===== config.mk =====
export PLATFORM = sky130hd
export DESIGN_NAME = mix_columns
export DESIGN_NICKNAME = d
export VERILOG_FILES = /design/src/rtl/aes_pkg.sv /design/src/rtl/mix_column_word.sv /design/src/rtl/mix_columns.sv
export SDC_FILE = /design/constraint.sdc
export NUM_CORES = 1
export LEC_CHECK = 0
export CAP_MARGIN = 20
export CORE_AREA = 2 2 146 148
export CTS_CLUSTER_SIZE = 28
export DETAILED_ROUTE_END_ITERATION = 16
export DIE_AREA = 0 0 148 150
export MAX_ROUTING_LAYER = met4
export PLACE_DENSITY = 0.85
export SYNTH_ARGS = -nofsm -noshare
export SYNTH_HDL_FRONTEND = slang
export SYNTH_HIERARCHICAL = 1
export SYNTH_SLANG_ARGS = --single-unit

===== constraint.sdc =====
create_clock -name clk -period 1.7 [get_ports clk]
set_input_delay 0.34 -clock clk [delete_from_list [all_inputs] [get_ports clk]]
set_output_delay 0.34 -clock clk [all_outputs]
set_load 0.02 [all_outputs]

===== src/rtl/aes_pkg.sv =====
// aes_pkg -- shared AES datapath definitions.
//
// Holds the GF(2^8) reduction constant, the byte/column/state typedefs
// and the small constant multipliers used by the MixColumns stages.
// Every multiplier is built from xtime chains, so no lookup tables are
// inferred anywhere that imports this package.
//
// Column and state vectors use ascending ranges. Byte k of a state
// therefore occupies bits [8k:8k+7], and bit 0 is the MSB of byte 0.
package aes_pkg;

  localparam logic [7:0] AES_POLY_RED = 8'h1B;

  typedef logic [7:0]   aes_byte_t;
  typedef logic [0:31]  aes_col_t;
  typedef logic [0:127] aes_state_t;

  // Multiply by x (i.e. by 2) in GF(2^8), reducing by the AES polynomial.
  function automatic aes_byte_t xtime(input aes_byte_t b);
    return {b[6:0], 1'b0} ^ (b[7] ? AES_POLY_RED : 8'h00);
  endfunction

  function automatic aes_byte_t gf_mul2(input aes_byte_t b);
    return xtime(b);
  endfunction

  function automatic aes_byte_t gf_mul3(input aes_byte_t b);
    return xtime(b) ^ b;
  endfunction

  // The inverse coefficients are all sums of b, 2b, 4b and 8b.
  function automatic aes_byte_t gf_mul9(input aes_byte_t b);
    aes_byte_t x2, x4, x8;
    x2 = xtime(b);
    x4 = xtime(x2);
    x8 = xtime(x4);
    return x8 ^ b;
  endfunction

  function automatic aes_byte_t gf_mulb(input aes_byte_t b);
    aes_byte_t x2, x4, x8;
    x2 = xtime(b);
    x4 = xtime(x2);
    x8 = xtime(x4);
    return x8 ^ x2 ^ b;
  endfunction

  function automatic aes_byte_t gf_muld(input aes_byte_t b);
    aes_byte_t x2, x4, x8;
    x2 = xtime(b);
    x4 = xtime(x2);
    x8 = xtime(x4);
    return x8 ^ x4 ^ b;
  endfunction

  function automatic aes_byte_t gf_mule(input aes_byte_t b);
    aes_byte_t x2, x4, x8;
    x2 = xtime(b);
    x4 = xtime(x2);
    x8 = xtime(x4);
    return x8 ^ x4 ^ x2;
  endfunction

endpackage


===== src/rtl/mix_column_word.sv =====
// mix_column_word -- combinational MixColumns for a single 4-byte column.
//
// Optional feature macro: MIX_COLUMNS_INV_EN (adds the inv input and the
// InvMixColumns matrix).
//
// Ports:
//   col_in   input  [0:31]  column, row 0 in bits [0:7]
//   inv      input  1       (MIX_COLUMNS_INV_EN only) 1 selects inverse
//   col_out  output [0:31]  transformed column, same byte ordering
module mix_column_word
  import aes_pkg::*;
(
  input  aes_col_t col_in,
`ifdef MIX_COLUMNS_INV_EN
  input  logic     inv,
`endif
  output aes_col_t col_out
);

  aes_byte_t a0, a1, a2, a3;
  aes_byte_t f0, f1, f2, f3;

  assign a0 = col_in[0:7];
  assign a1 = col_in[8:15];
  assign a2 = col_in[16:23];
  assign a3 = col_in[24:31];

  // Forward matrix rows are {2,3,1,1} rotated right by one per row.
  assign f0 = gf_mul2(a0) ^ gf_mul3(a1) ^ a2          ^ a3;
  assign f1 = a0          ^ gf_mul2(a1) ^ gf_mul3(a2) ^ a3;
  assign f2 = a0          ^ a1          ^ gf_mul2(a2) ^ gf_mul3(a3);
  assign f3 = gf_mul3(a0) ^ a1          ^ a2          ^ gf_mul2(a3);

`ifdef MIX_COLUMNS_INV_EN
  aes_byte_t i0, i1, i2, i3;

  // Inverse matrix rows are {E,B,D,9} rotated right by one per row.
  assign i0 = gf_mule(a0) ^ gf_mulb(a1) ^ gf_muld(a2) ^ gf_mul9(a3);
  assign i1 = gf_mul9(a0) ^ gf_mule(a1) ^ gf_mulb(a2) ^ gf_muld(a3);
  assign i2 = gf_muld(a0) ^ gf_mul9(a1) ^ gf_mule(a2) ^ gf_mulb(a3);
  assign i3 = gf_mulb(a0) ^ gf_muld(a1) ^ gf_mul9(a2) ^ gf_mule(a3);

  assign col_out = inv ? {i0, i1, i2, i3} : {f0, f1, f2, f3};
`else
  assign col_out = {f0, f1, f2, f3};
`endif

endmodule


===== src/rtl/mix_columns.sv =====
// mix_columns -- registered AES MixColumns round stage.
//
// All four columns are transformed in parallel and the result is
// registered, giving a fixed one-cycle latency with no backpressure.
//
// Optional feature macro: MIX_COLUMNS_INV_EN (adds the inv port; inv=1
// selects InvMixColumns).
//
// Ports:
//   clk        input  1        rising-edge clock
//   rst_n      input  1        synchronous active-low reset
//   in_valid   input  1        data_in is valid this cycle
//   data_in    input  [0:127]  state in, byte k at bits [8k:8k+7]
//   inv        input  1        (MIX_COLUMNS_INV_EN only) inverse select
//   out_valid  output 1        data_out holds a new result
//   data_out   output [0:127]  transformed state, same byte ordering
module mix_columns
  import aes_pkg::*;
(
  input  logic       clk,
  input  logic       rst_n,
  input  logic       in_valid,
  input  aes_state_t data_in,
`ifdef MIX_COLUMNS_INV_EN
  input  logic       inv,
`endif
  output logic       out_valid,
  output aes_state_t data_out
);

  aes_state_t mixed;

  for (genvar c = 0; c < 4; c++) begin : g_col
    mix_column_word u_word (
      .col_in  (data_in[32*c +: 32]),
`ifdef MIX_COLUMNS_INV_EN
      .inv     (inv),
`endif
      .col_out (mixed[32*c +: 32])
    );
  end

  // data_out holds its last result across idle cycles; only out_valid drops.
  always_ff @(posedge clk) begin
    if (!rst_n) begin
      data_out  <= '0;
      out_valid <= 1'b0;
    end else if (in_valid) begin
      data_out  <= mixed;
      out_valid <= 1'b1;
    end else begin
      out_valid <= 1'b0;
    end
  end

endmodule


=== Word-level counts from Yosys, hierarchy flattened ===
Index checks and enable logic that the tools add are counted.

* Bitwise operators: 80
* Muxes and demuxes: 17

{| class="wikitable"
|+ Operators with widths
! cell !! count
|-
| 8-bit XOR || 77
|-
| 5-bit two-way mux || 16
|-
| 8-bit by 5-bit XOR with 8-bit output || 3
|-
| 1-bit two-way mux || 1
|}

* Register bits: 129
* Input port bits: 131

=== Longest topological paths before layout ===
* Depth after elaboration: 6
* Mapped depth: 5
* Mapped depth without buffers: 4

=== Modules after synthesis ===
Netlist, hierarchy kept.

{| class="wikitable"
|+ Modules (own cells, without submodules)
! module !! times used !! cells an instance !! area an instance (µm²)
|-
| mix_column_word || 4 || 81 || 1337.5
|-
| mix_columns || 1 || 415 || 4986.0
|}

=== Least setup slack after synthesis ===
No wires, ideal clock.

* Path kind: input port to flip-flop
* Start point: in data_in[111]
* End point: reg data_out[113]
* Path buffers: 1
* Arrival: 1405 ps
* Path slack: 179 ps
* Cell stages on the path: 5
* Path through: buf_4 xor3_2 xnor3_1 mux2i_1 nor2b_1

* Longest elaborated chain between the ends: 5

{| class="wikitable"
|+ RTL lines
! item !! line !! source
|-
| from (decl) || mix_columns.sv:23 || <nowiki>input aes_state_t data_in,</nowiki>
|-
| 5-bit two-way mux || aes_pkg.sv:20 || <nowiki>return {b[6:0], 1'b0} ^ (b[7] ? AES_POLY_RED : 8'h00);</nowiki>
|-
| 8-bit XOR || aes_pkg.sv:20 ||
|-
| 8-bit XOR || aes_pkg.sv:28 || <nowiki>return xtime(b) ^ b;</nowiki>
|-
| 8-bit XOR (2 in a row) || mix_column_word.sv:30 || <nowiki>assign f1 = a0 ^ gf_mul2(a1) ^ gf_mul3(a2) ^ a3;</nowiki>
|-
| named net mixed[113] || mix_columns.sv:31 || <nowiki>aes_state_t mixed;</nowiki>
|-
| to (signal assigned) || mix_columns.sv:49 || <nowiki>data_out <= mixed;</nowiki>
|-
| to (decl) || mix_columns.sv:28 || <nowiki>output aes_state_t data_out</nowiki>
|}

The timed path passes the listed nets, and every way through them passes these cells.
A chain may end at the register's enable or synchronous reset.

=== Worst setup path in the final report ===
* Start point: reg out_valid
* End point: out out_valid

{| class="wikitable"
|+ RTL lines
! item !! line !! source
|-
| from (decl) || mix_columns.sv:27 || <nowiki>output logic out_valid,</nowiki>
|-
| from (signal assigned) || mix_columns.sv:47 || <nowiki>out_valid <= 1'b0;</nowiki>
|-
| from (signal assigned) || mix_columns.sv:50 || <nowiki>out_valid <= 1'b1;</nowiki>
|-
| from (signal assigned) || mix_columns.sv:52 || <nowiki>out_valid <= 1'b0;</nowiki>
|}

No word-level cell between the ends.

==> summary.md <==
The flow ran to the end, and the final reports show no timing, DRC or antenna violations. Global routing consumed, on the met2 layer, 41.1% of the routing resources. Synthesis produced a netlist whose cell count is 739. The total routed wirelength is 25900 um, and the final critical delay including setup and external delays is 1.64 ns. By startpoint and endpoint, the worst setup path is classified as reg -> out. The internal portion of the total power is 9.16 mW.

Traced cell by cell, the critical path runs through clkdlybuf4s50_1. Period utilization: 96.6%. The leftover overflow at the end of global routing was 0.

For the wire length of the first global-routing pass, the log shows 39700 um. After floorplanning, the core was sized to cover 20700 um2. CTS saw 129 sinks.

Sequential fraction of the synthesis area: 25.0%. With fillers left out, the area of the finished cells amounts to 14800 um2. In this run the worst setup path begins at out_valid.

The buffer depth of the longest clock path is 2, and the total of endpoints with negative setup slack in the final report is 0. The post-route netlist has 19.8% of its cells at a drive strength greater than 1. Counting distinct cell types in the post-synthesis netlist gives 18.

The post-synthesis register bit count came out at 129. For the number of global-route vias before repair, the log shows 7401. The tools report the setup slack after layout as 0.0576 ns. For this configuration, the core starts out at a cell density of 50.0%. For the max-slew violation count, the log shows 0. The post-detailed-placement cell area is 14300 um2. The switching power total is 4.01 mW. The number of nets handed over by synthesis was 870.

After global routing, the most crowded layer is met2. The total power consumption of the routed design was 13.2 mW; the aggregate negative setup slack was 0 ns. Number of nets in the finished design: 1272.

The final setup skew is 0 ns, and the summed instance area of the synthesized netlist is 10300 um2. 260 I/O pins were placed. The finished layout holds 1429 standard cells, fillers aside. The die covers 22200 um2. The multi-input combinational cells in the finished layout cover a total of 7310 um2. In this run, the combinational gates consume 41.5% of the power. In this run, the clock network consumes 30.4% of the power.

The antenna cell count is 0, and the routability congestion estimate from global placement is 0.882. Counting instances in the post-synthesis netlist gives the leading cell types as sky130_fd_sc_hd__dfxtp_1 (129), sky130_fd_sc_hd__mux2i_1 (128), sky130_fd_sc_hd__nor2b_1 (128), sky130_fd_sc_hd__xnor3_1 (124), sky130_fd_sc_hd__xnor2_1 (68). Based on the critical path, the design can be clocked at up to 0.609 GHz. The tools report the count of fill cells added during filler insertion as 1404. VDD sags by at most 658 uV. The stage delay of the slowest cell on the critical path is 0.59 ns, and the via count of the routed design is 6849. Counting the buffers created by CTS gives 17. The number of I/O port buffers is 259. The startpoint identified for the worst register-to-register timing path is data_out[81].

The total power divided by cell area was 890 nW/um2. The largest fanout of any net on the critical path is 1. For this run, the leading register cell type out of synthesis is sky130_fd_sc_hd__dfxtp_1. STA classifies the critical path startpoint as a flip-flop. The required time of the worst setup path was 1.36 ns; the switching fraction of total power was 30.4%. The run gives 0 as the final hold violation count.

The tools report the remaining design rule violation count as 0. Summed over all nets, the half-perimeter wirelength after detailed placement is 20100 um. Met1 capacity usage during global routing: 29.3%.

From bottom edge to top edge, the die measures 150 um. The endpoint identified for the worst register-to-register timing path is data_out[81]. Number of maximum-capacitance constraint violations: 0. The path class of the tightest hold or removal check is in -> reg. In this run the number of H-tree levels came out at 4. The total leakage power was 7.84 nW. The clock transition at the registers of the reported paths works out to 0.06 ns. Grouping stages by cell kind, the critical path spends the most delay in buffers and inverters. The total global-route track usage was 24.1%; the largest net degree at the start of global routing was 64.

For this design, the slowest cell found on the critical path is sky130_fd_sc_hd__clkdlybuf4s50_1. The largest total area in the synthesized netlist belongs to sky130_fd_sc_hd__xnor3_1. Clock tree synthesis selected as its root buffer the cell sky130_fd_sc_hd__clkbuf_16.

The tools report the instance count after placement with tap cells included as 1397. For this block, the initial DRC count from the detailed router was 229. The overall die width is 148 um.

In the final routed layout, each cell accounts on average for 18.1 um. Number of stages on the worst setup path: 1. The worst slew margin relative to its limit came out at 68.0%. The critical path ends at out_valid.

For flop-to-flop paths, the worst setup slack is 0.99 ns. The insertion delay of the later-clocked pin in the worst-skew pair is 0.41 ns. By area the synthesized netlist is led by sky130_fd_sc_hd__xnor3_1 (27%), sky130_fd_sc_hd__dfxtp_1 (25%), sky130_fd_sc_hd__mux2i_1 (12%). At the pin with the least slew margin, the transition time is 0.477 ns. STA classifies the critical path endpoint as an output pin. Summing all flip-flop and latch instances after layout gives 2580 um2. TritonCTS built the clock tree.

The area fraction of the dominant cell type after synthesis works out to 27.0%. The run gives 28.1% as the portion of total power attributed to sequential cells. Among all cell types in the netlist, the one instantiated most often is sky130_fd_sc_hd__dfxtp_1. Data on the critical path arrives at its endpoint at 1.30 ns. For this run, asynchronously set or reset flops after synthesis account for 0%. Counting cells, the worst reg-to-reg path comes to 2. The area growth from synthesis to layout is 43.2%.

The detail route stage leaves a number of antenna-violating nets equal to 0. Setup repair after global routing left no endpoint under its margin. Counting flops with a built-in enable in the synthesized netlist gives 0. For the initial antenna violation count, the log shows 0.

The first detailed-routing pass ran for 4 iterations. The worst path buffer plus inverter count came out at 1. The number of warnings reported in the yosys synthesis log was 6; the placement-stage worst setup slack was -0.323 ns. The tools report the standard-cell row count as 53. The average footprint of a synthesized cell works out to 14.0 um2. For this run, global-route usage on met3 was measured as 5.00%. Dividing the detail-routed via count by the number of cells gives 4.79.
-- stage by stage --
| stage | hold WS [ns] | utilization [%] |
|---|---|---|
| finish | 0.275 | 71.5 |
| global placement | 0.495 | 69.2 |
| CTS | 0.255 | 71.5 |
| detailed placement | 0.505 | 69.2 |
| global route | 0.269 | 71.5 |
| floorplan | 0.589 | - |
-- state kept, by name, indices dropped and copies added, names as in the netlist --
| name | cells |
|---|---|
| out_valid | 1 |
| data_out | 128 |
-- kinds of logic after synthesis --
logic type,count (synthesis),synth area share (%)
and+or+nand+nor,129,7.81
muxes,128,12.4
buffers and inverters,53,4.41
xor gates and xnor gates,300,50.4
DFF,129,25.0
-- how the worst min path moves through the flow --
stage / startpoint / to / slack, ns / cells after the start
floorplan: data_out[0] / data_out[0] / 0.59 / 2
global placement: data_out[38] / data_out[38] / 0.50 / 2
detailed placement: data_out[97] / data_out[97] / 0.50 / 2
CTS: rst_n / data_out[10] / 0.26 / 2
global route: rst_n / data_out[1] / 0.27 / 2
finish: rst_n / data_out[10] / 0.27 / 2
-- power groups by stage --
| stage | registers [mW] | logic [mW] | clock network, mW |
|---|---|---|---|
| 2_1_floorplan | 4.27 | 3.00 | 0 |
| 3_3_place_gp | 3.77 | 5.60 | 0 |
| 3_5_place_dp | 3.77 | 5.74 | 0 |
| 4_1_cts | 3.70 | 5.49 | 4.08 |
| 5_1_grt | 3.75 | 5.79 | 4.20 |
| 6_report | 3.70 | 5.47 | 4.00 |
-- cell usage in the layout, fill, tap and decap left out --
cell,instances
sky130_fd_sc_hd__clkbuf_1,1
sky130_fd_sc_hd__clkinv_2,2
sky130_fd_sc_hd__xnor3_2,4
sky130_fd_sc_hd__xnor2_4,8
sky130_fd_sc_hd__buf_12,13
sky130_fd_sc_hd__clkinv_4,2
sky130_fd_sc_hd__xor2_1,52
sky130_fd_sc_hd__dfxtp_1,129
sky130_fd_sc_hd__buf_4,165
sky130_fd_sc_hd__xnor2_1,67
sky130_fd_sc_hd__nor2b_1,128
sky130_fd_sc_hd__dlygate4sd2_1,127
sky130_fd_sc_hd__bufinv_16,4
sky130_fd_sc_hd__dlymetal6s2s_1,2
sky130_fd_sc_hd__xnor3_1,124
sky130_fd_sc_hd__xnor2_2,1
sky130_fd_sc_hd__clkbuf_16,17
sky130_fd_sc_hd__xor3_2,4
sky130_fd_sc_hd__clkinvlp_4,2
sky130_fd_sc_hd__xor3_1,40
sky130_fd_sc_hd__mux2i_2,1
sky130_fd_sc_hd__clkbuf_8,2
sky130_fd_sc_hd__clkdlybuf4s50_1,128
sky130_fd_sc_hd__mux2i_1,127
sky130_fd_sc_hd__inv_6,2
sky130_fd_sc_hd__and2_1,1
sky130_fd_sc_hd__buf_6,1
-- timing repair --
| item | 4_1_cts | 5_1_grt |
|---|---|---|
| gates resized for setup | 127 | 4 |
| pin swaps | 0 | 1 |
| buffers inserted | 0 | 0 |
| setup endpoints to repair | 127 | 3 |
| hold buffers | 0 | 0 |
-- metal layers --
layer  share of wire [%]  vias up
met5                   0        -
met4                 1.4        0
met3                 5.3       26
met2                  51      204
met1                  43     3307
li1                    -     3312
-- final cells by class --
type | count | share of cell area (%)
Clock inverter | 12 | 1.22
Sequential cell | 129 | 17.4
Multi-Input combinational cell | 557 | 49.4
Tap cell | 275 | 2.32
Timing Repair Buffer | 436 | 26.5
Clock buffer | 20 | 3.09
No activity file was read; power rests on OpenSTA's default activity.
